## src/rtl/urv_mem_arbiter_pkg.sv

```systemverilog
// Shared definitions for the uRV memory arbiter: FSM state encodings.
package urv_mem_arbiter_pkg;

   typedef enum logic [1:0] {
      ARB_IDLE  = 2'd0,
      ARB_FETCH = 2'd1,
      ARB_DATA  = 2'd2
   } arb_state_t;

endpackage

```

## src/rtl/urv_mem_arbiter.sv

```systemverilog
// Shares the single memory bus between instruction fetch and the data port.
// Data wins by default; a starvation counter forces a fetch after STARVE_LIMIT data grants.
module urv_mem_arbiter
   import urv_mem_arbiter_pkg::*;
#(
   parameter int STARVE_LIMIT = 4
) (
   input  logic        clk_i,
   input  logic        rst_i,
   input  logic [31:0] im_addr_i,
   input  logic        im_rd_i,
   output logic [31:0] im_data_o,
   output logic        im_valid_o,
   input  logic [31:0] dm_addr_i,
   input  logic [31:0] dm_data_s_i,
   input  logic [3:0]  dm_data_select_i,
   input  logic        dm_load_i,
   input  logic        dm_store_i,
   output logic        dm_ready_o,
   output logic [31:0] dm_data_l_o,
   output logic        dm_load_done_o,
   output logic        dm_store_done_o,
   output logic [31:0] bus_addr_o,
   output logic [31:0] bus_wdata_o,
   output logic [3:0]  bus_sel_o,
   output logic        bus_we_o,
   output logic        bus_req_o,
   input  logic [31:0] bus_rdata_i,
   input  logic        bus_ack_i
);

   localparam int CW = $clog2(STARVE_LIMIT + 1);

   arb_state_t    state, state_nxt;
   logic [CW-1:0] starve_cnt;
   logic          starved, data_acc, fetch_acc, ack_seen, fetch_flushed;

   assign starved    = im_rd_i && (starve_cnt == CW'(STARVE_LIMIT));
   assign dm_ready_o = (state == ARB_IDLE) && !starved;
   assign data_acc   = dm_ready_o && (dm_load_i || dm_store_i);
   assign fetch_acc  = (state == ARB_IDLE) && im_rd_i && !data_acc;
   // Acks outside a transaction are stray and must not complete anything
   assign ack_seen   = (state != ARB_IDLE) && bus_ack_i;

   always_ff @(posedge clk_i or negedge rst_i) begin
      if (!rst_i) state <= ARB_IDLE;
      else        state <= state_nxt;
   end

   always_comb begin
      state_nxt = state;
      case (state)
         ARB_IDLE: begin
            if (data_acc)       state_nxt = ARB_DATA;
            else if (fetch_acc) state_nxt = ARB_FETCH;
         end
         ARB_DATA, ARB_FETCH: if (bus_ack_i) state_nxt = ARB_IDLE;
         default: state_nxt = ARB_IDLE;
      endcase
   end

   always_ff @(posedge clk_i or negedge rst_i) begin
      if (!rst_i) starve_cnt <= '0;
      else if (!im_rd_i || fetch_acc) starve_cnt <= '0;
      else if (data_acc && !starved) starve_cnt <= starve_cnt + CW'(1);
   end

   // Bus request and transfer attributes; frozen while a transfer is outstanding
   always_ff @(posedge clk_i or negedge rst_i) begin
      if (!rst_i) begin
         bus_req_o   <= 1'b0;
         bus_addr_o  <= '0;
         bus_wdata_o <= '0;
         bus_sel_o   <= '0;
         bus_we_o    <= 1'b0;
      end else if (data_acc) begin
         bus_req_o   <= 1'b1;
         bus_addr_o  <= dm_addr_i;
         bus_wdata_o <= dm_data_s_i;
         bus_sel_o   <= dm_data_select_i;
         bus_we_o    <= dm_store_i;   // load+store together is treated as a store
      end else if (fetch_acc) begin
         bus_req_o   <= 1'b1;
         bus_addr_o  <= im_addr_i;
         bus_wdata_o <= '0;
         bus_sel_o   <= 4'hF;
         bus_we_o    <= 1'b0;
      end else if (ack_seen) begin
         bus_req_o   <= 1'b0;
      end
   end

   // A fetch whose request drops before the ack is a flush: finish the bus cycle silently
   always_ff @(posedge clk_i or negedge rst_i) begin
      if (!rst_i)                                fetch_flushed <= 1'b0;
      else if (fetch_acc)                        fetch_flushed <= 1'b0;
      else if (state == ARB_FETCH && !im_rd_i)   fetch_flushed <= 1'b1;
   end

   always_ff @(posedge clk_i or negedge rst_i) begin
      if (!rst_i) begin
         im_valid_o      <= 1'b0;
         dm_load_done_o  <= 1'b0;
         dm_store_done_o <= 1'b0;
         im_data_o       <= '0;
         dm_data_l_o     <= '0;
      end else begin
         im_valid_o      <= ack_seen && (state == ARB_FETCH) && im_rd_i && !fetch_flushed;
         dm_load_done_o  <= ack_seen && (state == ARB_DATA) && !bus_we_o;
         dm_store_done_o <= ack_seen && (state == ARB_DATA) && bus_we_o;
         if (ack_seen && (state == ARB_FETCH) && im_rd_i && !fetch_flushed)
            im_data_o <= bus_rdata_i;
         if (ack_seen && (state == ARB_DATA) && !bus_we_o)
            dm_data_l_o <= bus_rdata_i;
      end
   end

endmodule

```

## config.mk

```make
export PLATFORM = sky130hd
export DESIGN_NAME = urv_mem_arbiter
export DESIGN_NICKNAME = d
export VERILOG_FILES = /design/src/rtl/urv_mem_arbiter_pkg.sv /design/src/rtl/urv_mem_arbiter.sv
export SDC_FILE = /design/constraint.sdc
export NUM_CORES = 1
export LEC_CHECK = 0
export BUFFER_PORTS_ARGS = -buffer_cell sky130_fd_sc_hd__buf_2
export CORE_ASPECT_RATIO = 2
export CORE_MARGIN = 3
export CORE_UTILIZATION = 45
export CTS_BUF_LIST = sky130_fd_sc_hd__clkbuf_4
export DETAILED_ROUTE_END_ITERATION = 10
export HOLD_SLACK_MARGIN = 0.03
export PLACE_DENSITY = 0.87
export SLEW_MARGIN = 40
export SYNTH_ARGS = -nofsm -noshare
export SYNTH_HDL_FRONTEND = slang
export SYNTH_SLANG_ARGS = --single-unit
```

## constraint.sdc

```tcl
create_clock -name clk_i -period 2.4 [get_ports clk_i]
set_input_delay 0.48 -clock clk_i [delete_from_list [all_inputs] [get_ports clk_i]]
set_output_delay 0.48 -clock clk_i [all_outputs]
set_load 0.01 [all_outputs]
```

==> flow_summary.rst <==
.. list-table::
   :header-rows: 1

   * - Metric
     - Value
   * - Run status
     - finished clean
   * - Peak Freq
     - 455 MHz
   * - Area Overhead vs Synth
     - 30.7%
   * - Depth of the most critical reg-to-reg path
     - 6
   * - Number of inserted filler cells in the final layout
     - 1092
   * - Pre-CTS worst setup slack
     - 0.366 ns
   * - Headroom to the max-slew limit
     - 62.5%
   * - Overall fraction of global-route tracks in use
     - 19.2%
   * - Initial DRC Count
     - 106
   * - Clock input transition at the sequential cells of the worst setup and hold paths
     - 0.14 ns
   * - Number of register bits inferred by synthesis
     - 143
   * - Endpoint of the lowest-slack register-to-register path
     - bus_addr_o[14]
   * - Final slew viol count
     - 0
   * - Required time of the critical path
     - 1.92 ns
   * - Most common flop cell mapped by yosys
     - dfrtp_1
   * - Library cells used by synthesis
     - 30
   * - Placed insts
     - 860
   * - Total Nets Final
     - 868
   * - Cts bufs inserted
     - 17
   * - CP startpoint kind
     - register
   * - Initial core utilization
     - 46.0%
   * - X dimension of the die
     - 88.9 um
   * - Post-Syn Area
     - 6190 sq um
   * - Final setup violation count
     - 0
   * - Number of setup buffers added after CTS
     - 0
   * - Portion of the post-synthesis area used by sequential elements
     - 57.8%
   * - Cell count after synthesis
     - 444
   * - Lkg Pwr
     - 0.00446 uW
   * - Num ports
     - 276
   * - PnR worst setup slack
     - 0.204 ns
   * - Min Clock Period, post-route
     - 2.20 ns
   * - Type of element capturing the critical path
     - primary output
   * - Period utilization
     - 91.5%
   * - Site Rows
     - 60
   * - Total design power
     - 9970 uW
   * - RSZ-0062 raised after global routing
     - no
   * - First-pass GRT wire length
     - 22400 um
   * - Number of global-route vias before repair
     - 4583
   * - Number of routed nets with antenna violations
     - 0
   * - Crit-path max FO
     - 5
   * - Number of optimization iterations in the first detailed-route pass
     - 4
   * - TNS Setup
     - 0 ns
   * - Non-Filler Cell Area, Final
     - 8090 sq um
   * - Min-delay worst type
     - input port to register
   * - Wire length per cell after detailed routing
     - 16.7 um
   * - Setup slack of the most critical reg-to-reg path
     - 0.43 ns
   * - Pwr/cell area
     - 1230 nW/um^2
   * - Number of standard cells in the layout, taps in and fillers out
     - 896
   * - Hold Path Cell Cnt
     - 3
   * - Final count of hold timing violations
     - 0
   * - Post-Synthesis Net Count
     - 587
   * - Mean instance size in the synthesized netlist
     - 13.9 sq um
   * - Deepest clock path buffer count
     - 2
   * - Startpoint of the tightest hold check path
     - dm_data_s_i[16]
   * - TritonCTS sink count
     - 143
   * - Area after detailed placement
     - 7810 sq um
   * - Worst reg2reg path startpoint
     - state[0]
   * - Core region area
     - 13400 sq um
   * - Post-synthesis async set-or-reset flop share
     - 100%
   * - Detailed placer's ending HPWL
     - 11400 um
   * - Worst endpoint data arrival time
     - 1.72 ns
   * - Post-synth EDFFs
     - 0
   * - Worst voltage drop across the vdd grid
     - 0.000703 V
   * - Routability congestion estimate
     - 0.798
   * - Layout Skew
     - 0.0273 ns
   * - Remaining Overflow, GRT
     - 0
   * - Number of warnings printed during yosys synthesis
     - 0
   * - Final wirelength
     - 15000 um
   * - Total via count in the routed design
     - 4375
   * - Total of buffers placed on input and output ports
     - 275
   * - Vias per cell
     - 4.88
   * - Number of levels in the clock H-tree
     - 4
   * - Antenna violations before repair
     - 3
   * - Clock Root Buffer
     - clkbuf_4
   * - Maximum number of pins on one net before global-route repair
     - 58
   * - Endpoint with the worst hold slack
     - bus_wdata_o[16]
   * - Clock tree from TritonCTS
     - yes
   * - Fraction of layout instances using a drive strength above 1
     - 61.7%
   * - Worst-Skew Late Latency
     - 0.51 ns
   * - Residual DRC
     - 0
   * - Worst Setup Path Type
     - register to primary output
   * - Vertical die dimension
     - 172 um
   * - Full die area
     - 15300 sq um
   * - Transition time of the tightest slew-check pin
     - 0.562 ns
   * - MaxCap Viol Count
     - 0
==> critical path, cell delays in order (launching register included) <==
cell and delay (ns):
dfrtp_1 0.42, inv_1 0.09, ha_2 0.26, inv_1 0.11
nor2_1 0.17, buf_2 0.18
==> state kept, by name (all words and copies together) (netlist names), 2 cells and up <==
name / flops
im_data_o: 32
bus_wdata_o: 32
bus_sel_o: 4
state: 2
bus_addr_o: 32
starve_cnt: 3
dm_data_l_o: 32
==> how the worst max path moves through the flow <==
stage                     endpoint  startpoint  depth (start not counted)  slack [ns]
global placement    bus_addr_o[28]    state[0]                          6        0.43
finish                  dm_ready_o    state[0]                          5        0.20
global route            dm_ready_o    state[1]                          5        0.07
CTS                     dm_ready_o    state[0]                          5        0.06
detailed placement  bus_addr_o[30]    state[0]                          6        0.37
floorplan            im_data_o[22]    state[0]                          7        0.51
==> cell usage after synthesis (all sizes together), types with 2 or more instances <==
cell type    n  area share [%]
a21oi        3            0.24
buf         17             1.9
clkbuf       7            0.42
dfrtp      143              58
ha           5             1.0
inv         38             2.3
mux2       132              26
mux2i       32             5.2
nand2       38             2.3
nand2b       5            0.51
nor2         4            0.28
o21ai        5            0.40
o22ai        2            0.20
o2bb2ai      2            0.28
==> power breakdown <==
group | total, uW | internal [uW] | leakage (uW) | switching (uW)
Combinational | 4620 | 2440 | 0.00255 | 2180
Clock | 1400 | 443 | 0.000129 | 952
Sequential | 3960 | 3440 | 0.00178 | 517
==> what timing repair did <==
action                                  in CTS  in global routing
hold buffers                                 1                  0
endpoints found under the setup margin       0                  1
gates resized for setup                      0                  1
endpoints found under the hold margin       54                  0
==> cells in the final DEF, fill, tap and decap left out, types with 4 or more instances in the layout <==
| master | count |
|---|---|
| mux2_2 | 105 |
| buf_2 | 274 |
| inv_6 | 4 |
| dfrtp_1 | 143 |
| mux2_4 | 27 |
| mux2i_1 | 32 |
| inv_1 | 38 |
| o21ai_0 | 5 |
| nand2_1 | 37 |
| clkbuf_4 | 17 |
| nand2b_1 | 5 |
| ha_1 | 4 |
| clkinvlp_4 | 4 |
| buf_12 | 7 |
==> per-stage QoR <==
stage               hold WS, ns  util [%]
floorplan                 0.184         -
global placement          0.484      58.1
detailed placement        0.490      58.1
CTS                       0.115      60.1
global route              0.125      60.1
finish                    0.175      60.2
==> layer usage <==
layer	GRT usage, %	routed length (um)
met3	4.60	723
met5	0	21
met2	34.9	8450
met1	20.1	5290
met4	9.34	498
==> layout make-up <==
type | instances | area [sq um] | share of cell area (%)
clock buffer | 17 | 128 | 1.58
timing repair buffer | 286 | 1560 | 19.2
tap | 155 | 194 | 2.40
clock inverter | 15 | 129 | 1.59
inverter | 38 | 143 | 1.76
multi-input combinational | 239 | 2350 | 29.1
antenna | 3 | 7.51 | 0.0928
sequential | 143 | 3580 | 44.3
==> logic make-up (layout without fill, tap and decap cells) <==
| logic type | Yosys count | in the layout | share of synthesized area [%] |
|---|---|---|---|
| AOI/OAI and AO/OA | 15 | 15 | 1.54 |
| muxes | 164 | 164 | 30.8 |
| adders and majority gates | 5 | 5 | 1.01 |
| buffers and inverters | 62 | 356 | 4.63 |
| DFF | 143 | 143 | 57.8 |
| and+or+nand+nor | 55 | 55 | 4.15 |
| other | 0 | 3 | 0 |
No activity file was read; power rests on OpenSTA's default activity.
